**config.mk**
```make
export PLATFORM = sky130hd
export DESIGN_NAME = switch_2x2_buffered
export DESIGN_NICKNAME = d
export VERILOG_FILES = /design/src/rtl/switch_2x2_buffered.sv
export SDC_FILE = /design/constraint.sdc
export NUM_CORES = 1
export LEC_CHECK = 0
export ABC_AREA = 1
export CORE_MARGIN = 10
export CORE_UTILIZATION = 53
export DETAILED_ROUTE_END_ITERATION = 12
export PLACE_DENSITY = 0.88
export SYNTH_ARGS = -nofsm -noshare
export SYNTH_HDL_FRONTEND = slang
export SYNTH_SLANG_ARGS = --single-unit
export TNS_END_PERCENT = 5
```
**constraint.sdc**
```tcl
create_clock -name clk -period 6.5 [get_ports clk]
set_input_delay 1.625 -clock clk [delete_from_list [all_inputs] [get_ports clk]]
set_output_delay 1.625 -clock clk [all_outputs]
set_load 0.02 [all_outputs]
```
**src/rtl/switch_2x2_buffered.sv**
```systemverilog
// Buffered 2x2 switch element: per-input holding registers, per-output FIFOs,
// destination-bit routing and per-output round-robin arbitration.
module switch_2x2_buffered #(
  parameter int WIDTH = 64,
  parameter int DEPTH = 2
) (
  input  logic             clk,
  input  logic             rst_n,
  input  logic [WIDTH-1:0] left_in_data,
  input  logic             left_in_dest,
  input  logic             left_in_valid,
  output logic             left_in_ready,
  input  logic [WIDTH-1:0] right_in_data,
  input  logic             right_in_dest,
  input  logic             right_in_valid,
  output logic             right_in_ready,
  output logic [WIDTH-1:0] left_out_data,
  output logic             left_out_valid,
  input  logic             left_out_ready,
  output logic [WIDTH-1:0] right_out_data,
  output logic             right_out_valid,
  input  logic             right_out_ready
);

  localparam int AW = $clog2(DEPTH);
  localparam logic [AW:0] FULL_COUNT = (AW + 1)'(DEPTH);

  // Index 0 is the left side, index 1 the right side, for inputs and outputs alike.
  logic [WIDTH-1:0] in_data  [2];
  logic [1:0]       in_valid;
  logic [1:0]       in_dest;
  logic [1:0]       in_ready;
  logic [1:0]       out_ready;

  logic [WIDTH-1:0] hold_data [2];
  logic [1:0]       hold_dest;
  logic [1:0]       hold_full;

  logic [WIDTH-1:0] mem    [2][DEPTH];
  logic [AW-1:0]    wr_ptr [2];
  logic [AW-1:0]    rd_ptr [2];
  logic [AW:0]      count  [2];
  logic [1:0]       prio;

  logic [1:0] req [2];
  logic [1:0] move;
  logic [1:0] push;
  logic [1:0] pop;
  logic [1:0] win;
  logic [1:0] contested;

  assign in_data[0]   = left_in_data;
  assign in_data[1]   = right_in_data;
  assign in_valid     = {right_in_valid, left_in_valid};
  assign in_dest      = {right_in_dest, left_in_dest};
  assign out_ready    = {right_out_ready, left_out_ready};

  assign left_in_ready  = in_ready[0];
  assign right_in_ready = in_ready[1];

  assign left_out_data   = mem[0][rd_ptr[0]];
  assign right_out_data  = mem[1][rd_ptr[1]];
  assign left_out_valid  = (count[0] != '0);
  assign right_out_valid = (count[1] != '0);

  always_comb begin
    for (int o = 0; o < 2; o++) begin
      for (int i = 0; i < 2; i++) begin
        req[o][i] = hold_full[i] && (hold_dest[i] == 1'(o));
      end
    end
  end

  // Space is judged on the registered count only, so out_ready never reaches in_ready.
  always_comb begin
    move      = '0;
    push      = '0;
    win       = '0;
    contested = '0;
    for (int o = 0; o < 2; o++) begin
      if (count[o] < FULL_COUNT) begin
        contested[o] = &req[o];
        win[o]       = (&req[o]) ? prio[o] : req[o][1];
        push[o]      = |req[o];
        if (push[o]) begin
          move[win[o]] = 1'b1;
        end
      end
    end
  end

  always_comb begin
    for (int i = 0; i < 2; i++) begin
      in_ready[i] = rst_n && (!hold_full[i] || move[i]);
      pop[i]      = (count[i] != '0) && out_ready[i];
    end
  end

  always_ff @(posedge clk) begin
    if (!rst_n) begin
      for (int k = 0; k < 2; k++) begin
        hold_full[k] <= 1'b0;
        wr_ptr[k]    <= '0;
        rd_ptr[k]    <= '0;
        count[k]     <= '0;
        prio[k]      <= 1'b0;
      end
    end else begin
      for (int i = 0; i < 2; i++) begin
        if (in_valid[i] && in_ready[i]) begin
          hold_data[i] <= in_data[i];
          hold_dest[i] <= in_dest[i];
          hold_full[i] <= 1'b1;
        end else if (move[i]) begin
          hold_full[i] <= 1'b0;
        end
      end
      for (int o = 0; o < 2; o++) begin
        if (push[o]) begin
          mem[o][wr_ptr[o]] <= hold_data[win[o]];
          wr_ptr[o]         <= wr_ptr[o] + 1'b1;
        end
        if (pop[o]) begin
          rd_ptr[o] <= rd_ptr[o] + 1'b1;
        end
        count[o] <= count[o] + (AW + 1)'(push[o]) - (AW + 1)'(pop[o]);
        if (contested[o]) begin
          prio[o] <= ~prio[o];
        end
      end
    end
  end

endmodule

```
==> flow_summary.ini, run 1 <==
[status]
status = complete, no violations

[worst_setup_path]
endpoint_kind = primary output
critPathMaxFanout = 13
reg2reg_depth = 8
arrival_ns = 3.24
critical_path_required_ns = 4.88
rrSetupSlack_ns = 3.25
worst-setup-path-type = primary input to primary output
r2r_start = hold_dest[1]
reg2reg_to = hold_data[1][46]
start_kind = primary input

[die]
die_y_um = 192
die_area_mm2 = 0.0370
initial_core_util = 0.535
std_cell_rows = 63
core_mm2 = 0.0295
die_w_um = 192
ios = 268

[power]
clkPwrFrac = 0.306
swShare = 0.269
power_frac_seq = 0.472
power-per-cell-area_mw_per_mm2 = 334
leakage_uw = 0.00713
comb_power_share = 0.222
ir_worst_vdd_mv = 0.229
intPower_uw = 4850
power.switching_uw = 1780

[grt]
gr-usage-met3 = 0.0365
grtUsageMet2 = 0.357
grt_pass1_vias = 9367
use_met1 = 0.216
grt_usage = 0.192
overflow = 0
antenna_found_initial = 0
grt_start_max_net_pins = 130
grt_pass1_wl_um = 54400
grt.busiest_layer = met2

[timing]
timing.fmax_mhz = 205
rsz0062_at_grt = no
maxSlewViolCount = 0
slew_headroom = 0.146
fin_crit_sh = 0.749
whs_ns = 0.539
skew_ns = 0.0124
finalHoldViolations = 0
setup_tns_ns = 0
setup_viol = 0
tightest_slew_ns = 1.28
fin_crit_ns = 4.87

[route]
firstDrtPassIters = 5
drt_iter0_markers = 543
wire_per_inst_um = 21.9
drt_wl_total_um = 36500
ant_nets = 0
vias = 8837
drt-vias-per-instance = 5.29
drc = 0

[placed_design]
place_hpwl_um = 24400
dp_cells = 1603
place.gp.congestion = 0.816
placed_area_mm2 = 0.0187
portBuffers = 267

[cells_and_area]
drive_above_1_share = 0.220
final_area_mm2 = 0.0199
fill_cells = 1920
syn2layout_area_growth_pct = 26.0
utilization = 0.674
diodes = 0
final_cells = 1671
nNetsFinal = 1394

[logic_synthesis]
synth_top_area_share = 0.743
synth-edff-count = 390
synth_area_mm2 = 0.0158
syn_area_per_cell_um2 = 16.2
syn_inst = 974
yosysMostFrequentCell = edfxtp_1
yosysSeqAreaShare = 0.753
ys_types = 23
synthFlopType = edfxtp_1
yosysWarnings = 0
syn_nets = 1114
synthArstFlopShare = 0
yosys.area.top_type = edfxtp_1
yosys-top-cells-count = 390 x edfxtp_1, 145 x nand2_1, 128 x mux2_2
synth_area_leaders = edfxtp_1 74%, mux2_2 9.1%, o21ai_2 4.4%
ys_ff_latch = 398

[clock_tree]
clk_pin_slew_ns = 0.06
ctsHoldBuffers = 0
numCtsBuffers = 39
cts_resized = 0
cts_tree = yes
cts_setup_buffers = 0
cts_buffer_depth = 3
cts_htree_levels = 2
clock_latency_ns = 0.51
clkSinkCount = 398
cts_root_buffer = clkbuf_16

[worst_hold_path]
hp-start = prio[1]
hold_depth = 2
whs_endpoint = prio[1]
hold_path.class = flop to flop

[run]
cap_violations = 0
-- critical path, cell delays in order --
cell             delay (ns)
clkdlybuf4s50_1        0.74
nand2_1                0.18
inv_1                  0.09
clkdlybuf4s50_1        0.61
-- final cells by class --
class	instances	area (µm²)	share of cell area
sequential	398	11900	0.598
multi-input combinational	448	3260	0.164
timing repair buffer	282	2790	0.140
clock buffer	45	998	0.0503
tap	390	488	0.0246
inverter	85	319	0.0161
clock inverter	23	130	0.00655
-- logic make-up after synthesis --
kind of cell / Yosys count / synth area share
flip-flops: 398 / 0.753
XOR/XNOR: 2 / 0.00111
buffers and inverters: 128 / 0.0437
AND/OR/NAND/NOR: 171 / 0.0425
multiplexers: 128 / 0.0915
AO/OA/AOI/OAI: 143 / 0.0648
adder cells (fa/ha/maj): 4 / 0.00318
-- layer usage --
layer,vias to the layer above,part of all wire,wire length [µm]
met3,65,0.060,2180
met5,-,0,0
li1,4086,-,-
met4,0,0.029,1080
met2,311,0.54,19700
met1,4375,0.37,13500
-- power by group through the flow --
stage / logic, µW / clock network, µW / registers, µW
final: 1470 / 2030 / 3130
after global routing: 1570 / 2170 / 3140
after CTS: 1500 / 2050 / 3130
after detailed placement: 1480 / 0 / 3180
after global placement: 1450 / 0 / 3170
after floorplan: 881 / 0 / 3150
-- stage by stage --
| stage | setup slack [ns] | power [µW] |
|---|---|---|
| after floorplan | 1.33 | 4030 |
| after global placement | 1.63 | 4620 |
| after detailed placement | 1.62 | 4660 |
| after CTS | 1.61 | 6680 |
| after global routing | 1.54 | 6870 |
| final | 1.63 | 6630 |
-- registers in the layout, indices dropped and copies added (netlist names) --
register and flops:
count 4, mem 256, hold_dest 2, wr_ptr 2, rd_ptr 2, hold_full 2
hold_data 128, prio 2
-- worst max path at each step --
stage | startpoint | endpoint | slack, ns | depth (start not counted)
final | rst_n | left_in_ready | 1.63 | 4
after global routing | rst_n | right_in_ready | 1.54 | 4
after CTS | rst_n | left_in_ready | 1.61 | 4
after detailed placement | rst_n | left_in_ready | 1.62 | 4
after global placement | rst_n | right_in_ready | 1.63 | 4
after floorplan | rst_n | hold_data[0][0] | 1.33 | 3
-- cell usage in the layout (no fill, tap or decap), types with 24 or more instances in the layout --
cell,n
mux2_2,128
clkbuf_16,39
edfxtp_1,390
o21ai_2,80
inv_1,85
nand2_1,145
o21ai_0,24
o21ai_1,28
clkdlybuf4s50_1,267
(Power assumes the default switching activity.)
==> run 2: changes to the inputs <==
Settings changed: CORE_UTILIZATION 53 to 48, PLACE_DENSITY 0.88 to 0.84.
Clock period 6.5 ns to 4.1 ns, I/O delays scaled along.
==> flow_summary.ini, run 2 (same netlist as run 1, synthesis figures left out) <==
[status]
status = complete, no violations

[grt]
overflow = 0
grt_pass1_wl_um = 54600
grt_pass1_vias = 9529
gr-usage-met3 = 0.0432
grtUsageMet2 = 0.313
antenna_found_initial = 5
grt_start_max_net_pins = 79
grt_usage = 0.173
use_met1 = 0.196
grt.busiest_layer = met2

[placed_design]
place_hpwl_um = 23900
placed_area_mm2 = 0.0188
post-place-ws_ns = 0.689
dp_cells = 1659
place.gp.congestion = 0.785
portBuffers = 267

[cells_and_area]
drive_above_1_share = 0.227
final_cells = 1736
multi_input_area_mm2 = 0.00326
fill_cells = 2301
regArea_mm2 = 0.0119
nNetsFinal = 1400
layout_common_cells = 390 x edfxtp_1, 267 x clkdlybuf4s50_1, 145 x nand2_1, 128 x mux2_2, 85 x inv_1
final_area_mm2 = 0.0201
layout_commonest_cell = edfxtp_1
largest_register_ffs = 256
syn2layout_area_growth_pct = 27.2

[run]
cap_violations = 0

[worst_setup_path]
start_kind = flop
worst-setup-path-type = flop to primary output
crit_chain = inv_1, nand2_1, nor2_2, nand2_8, nand3_1, nand2_1, inv_1, clkdlybuf4s50_1
critical_path_required_ns = 3.07
arrival_ns = 2.65
slowest_delay_ns = 0.60
reg2reg_depth = 5
critPathMaxFanout = 58
rrSetupSlack_ns = 1.53
endpoint_kind = primary output
slowest_stage = clkdlybuf4s50_1

[clock_tree]
numCtsBuffers = 41
cts_resized = 0
ctsHoldBuffers = 0
clkSinkCount = 398
cts_buffer_depth = 3
cts_setup_buffers = 0
cts_tree = yes
clk_pin_slew_ns = 0.05
cts_root_buffer = clkbuf_16
clock_latency_ns = 0.52
cts_htree_levels = 2

[power]
swShare = 0.265
intPower_uw = 7850
power.switching_uw = 2840
ir_worst_vdd_mv = 0.383
power_frac_seq = 0.460
clkPwrFrac = 0.319
comb_power_share = 0.221
power-per-cell-area_mw_per_mm2 = 533
leakage_uw = 0.00720

[die]
ios = 268
initial_core_util = 0.486
die_area_mm2 = 0.0405
die_w_um = 201
std_cell_rows = 66
die_y_um = 201
core_mm2 = 0.0325

[timing]
setup_slack_ns = 0.427
tightest_slew_ns = 0.989
fin_crit_ns = 3.67
finalHoldViolations = 0
timing.fmax_mhz = 272
fin_crit_sh = 0.896
setup_viol = 0
rsz0062_at_grt = no
slew_headroom = 0.341
maxSlewViolCount = 0
skew_ns = 0.0160

[route]
drt_iter0_markers = 521
firstDrtPassIters = 5
drt_wl_total_um = 35600
ant_nets = 0
drc = 0
vias = 8718
wire_per_inst_um = 20.5
drt-vias-per-instance = 5.02

[worst_hold_path]
hold_path.class = flop to flop
hold_depth = 2
run 2: final timing paths:
path / start / end
worst min-delay path: prio[0] / prio[0]
worst max-delay path: hold_dest[1] / right_in_ready
worst min register to register: prio[0] / prio[0]
worst max register to register: hold_dest[0] / mem[0][51]
run 2: per-layer routing:
metal | vias to the layer above | part of all wire | wire length (µm)
met5 | - | 0 | 0
met4 | 0 | 0.024 | 840
met3 | 58 | 0.065 | 2330
met2 | 288 | 0.54 | 19100
met1 | 4250 | 0.38 | 13400
li1 | 4122 | - | -
run 2: metrics by stage:
stage | setup TNS (ns) | util | power (µW) | hold slack [ns]
2_1_floorplan | -79.55 | - | 6390 | 0.465
3_3_place_gp | 0 | 0.580 | 7330 | 0.487
3_5_place_dp | 0 | 0.580 | 7390 | 0.523
4_1_cts | 0 | 0.617 | 10800 | 0.536
5_1_grt | 0 | 0.618 | 11100 | 0.573
6_report | 0 | 0.618 | 10700 | 0.541
run 2: cell type report:
class                           count  area share
Inverter                           85      0.0159
Antenna cell                        5    0.000624
Tap cell                          442      0.0276
Timing Repair Buffer              286       0.140
Clock inverter                     21     0.00755
Clock buffer                       51      0.0530
Multi-Input combinational cell    448       0.163
Sequential cell                   398       0.592
run 2: power groups by stage:
stage | clock (µW) | combinational [µW] | sequential, µW
finish | 3400 | 2360 | 4920
global route | 3650 | 2530 | 4940
CTS | 3480 | 2400 | 4920
detailed placement | 0 | 2380 | 5000
global placement | 0 | 2340 | 4990
floorplan | 0 | 1400 | 4990
run 2: worst max-delay path: cells and delay by family, from the launching register on:
family | cells | cell delay (ns)
flip-flops | 1 | 0.40
buffers and inverters | 3 | 0.77
AND/OR/NAND/NOR | 5 | 0.95
==> run 3: changes to the inputs <==
Settings changed: ABC_AREA 1 to not set, PLACE_DENSITY 0.84 to 0.85.
==> flow_summary.ini, run 3 <==
[status]
status = complete, no violations

[timing]
timing.fmax_mhz = 269
tightest_slew_ns = 1.12
setup_viol = 0
fin_crit_sh = 0.905
slew_headroom = 0.253
skew_ns = 0.0199
finalHoldViolations = 0
rsz0062_at_grt = no
whs_ns = 0.509
maxSlewViolCount = 0
fin_crit_ns = 3.71
setup_tns_ns = 0
setup_slack_ns = 0.388

[clock_tree]
cts_tree = yes
clock_latency_ns = 0.51
clkSinkCount = 398
cts_buffer_depth = 3
numCtsBuffers = 40
cts_root_buffer = clkbuf_16
cts_setup_buffers = 0
cts_htree_levels = 2
ctsHoldBuffers = 0
clk_pin_slew_ns = 0.06
cts_resized = 0

[run]
cap_violations = 0

[logic_synthesis]
yosysWarnings = 0
yosysMostFrequentCell = edfxtp_1
synth_area_leaders = edfxtp_1 76%, mux2_2 17%, mux2_1 2.0%
synth-edff-count = 390
yosys.area.top_type = edfxtp_1
ys_ff_latch = 398
syn_area_per_cell_um2 = 20.4
yosys-top-cells-count = 390 x edfxtp_1, 229 x mux2_2, 27 x mux2_1
synthFlopType = edfxtp_1
ys_types = 37
yosysSeqAreaShare = 0.772
synth_top_area_share = 0.762
synthArstFlopShare = 0
synth_area_mm2 = 0.0154
syn_inst = 752
syn_nets = 892

[grt]
grt_usage = 0.177
grt_pass1_wl_um = 52500
antenna_found_initial = 4
grt_pass1_vias = 8725
grt_start_max_net_pins = 65
overflow = 0

[route]
drt-vias-per-instance = 5.34
wire_per_inst_um = 23.9
drt_wl_total_um = 35300
vias = 7900
drc = 0
firstDrtPassIters = 4
drt_iter0_markers = 439
ant_nets = 0

[worst_setup_path]
start_kind = flop
critPathMaxFanout = 6
critical_path_required_ns = 3.07
endpoint_kind = primary output
arrival_ns = 2.69
worst-setup-path-type = flop to primary output

[power]
leakage_uw = 0.00659
ir_worst_vdd_mv = 0.422
power-per-cell-area_mw_per_mm2 = 526

[placed_design]
place.gp.congestion = 0.758
post-place-ws_ns = 0.602
place_hpwl_um = 23000
portBuffers = 267

[cells_and_area]
layout_commonest_cell = edfxtp_1
drive_above_1_share = 0.283
largest_register_ffs = 256
layout_common_cells = 390 x edfxtp_1, 267 x clkdlybuf4s50_1, 229 x mux2_2, 41 x clkbuf_16, 27 x mux2_1
syn2layout_area_growth_pct = 28.5
nNetsFinal = 1190

[worst_hold_path]
hold_path.class = flop to flop

[die]
die_w_um = 199
std_cell_rows = 65
initial_core_util = 0.487
core_mm2 = 0.0316
die_area_mm2 = 0.0396
die_y_um = 199
ios = 268
-- run 3: cell count changes after synthesis, moves of 3 or more --
cell	before	now
clkbuf_1	3	6
inv_1	85	8
o21ai_1	28	0
nand2_1	145	7
a21oi_1	9	2
and2_1	0	3
o21ai_0	24	2
mux2_1	0	27
buf_6	25	6
nor2_1	11	8
o21ai_2	80	0
mux2_2	128	229
nand3_1	6	1
nand2b_1	0	3
-- run 3: where the power goes --
group          switching (µW)  internal, µW  leakage, µW
Sequential               91.4          4780      0.00364
Combinational            1150          1080      0.00238
Clock                    1400          1900     0.000563
Total                    2630          7760      0.00659
-- run 3: critical path, stage by stage, from the launching register on --
cell,delay [ns]
edfxtp_1,0.45
or3b_1,0.45
a221oi_1,0.61
nor2_1,0.09
clkdlybuf4s50_1,0.57
-- run 3: kinds of logic after synthesis --
| kind of cell | Yosys count | synth area share |
|---|---|---|
| DFF | 398 | 0.772 |
| muxes | 256 | 0.187 |
| and+or+nand+nor | 38 | 0.0149 |
| buffers and inverters | 37 | 0.0133 |
| AOI/OAI and AO/OA | 16 | 0.00732 |
| adders and majority gates | 4 | 0.00326 |
| xor gates and xnor gates | 3 | 0.00171 |
-- run 3: cell type report --
class / count / area, µm²
Sequential cell: 398 / 11900
Antenna cell: 3 / 7.51
Timing Repair Buffer: 284 / 2830
Multi-Input combinational cell: 317 / 3360
Inverter: 9 / 33.8
Clock buffer: 53 / 1080
Fill cell: 2224 / 11800
Clock inverter: 13 / 86.3
Tap cell: 402 / 503
-- run 3: layer usage --
layer  share of wire  vias up  track usage
met5         0.00037        -            0
met4           0.025        2       0.0613
met3           0.070       61       0.0409
met2            0.51      265        0.306
met1            0.39     4008        0.212
li1                -     3564            -
-- run 3: path summary, 6_finish.rpt --
kind | from | end | slack (ns) | cells after the start
setup reg to reg | hold_dest[0] | mem[0][144] | 1.55 | 4
setup / recovery | hold_dest[0] | right_in_ready | 0.39 | 4
hold / removal | prio[1] | prio[1] | 0.51 | 2
hold reg to reg | prio[1] | prio[1] | 0.51 | 2
-- run 3: stage by stage --
| stage | util | instances | power, µW | cell area, µm² |
|---|---|---|---|---|
| final | 0.626 | 1479 | 10400 | 19800 |
| after floorplan | - | 752 | 6190 | 15400 |
| after CTS | 0.626 | 1476 | 10500 | 19800 |
| after detailed placement | 0.589 | 1410 | 7200 | 18600 |
| after global placement | 0.589 | 1410 | 7150 | 18600 |
| after global routing | 0.626 | 1479 | 10800 | 19800 |
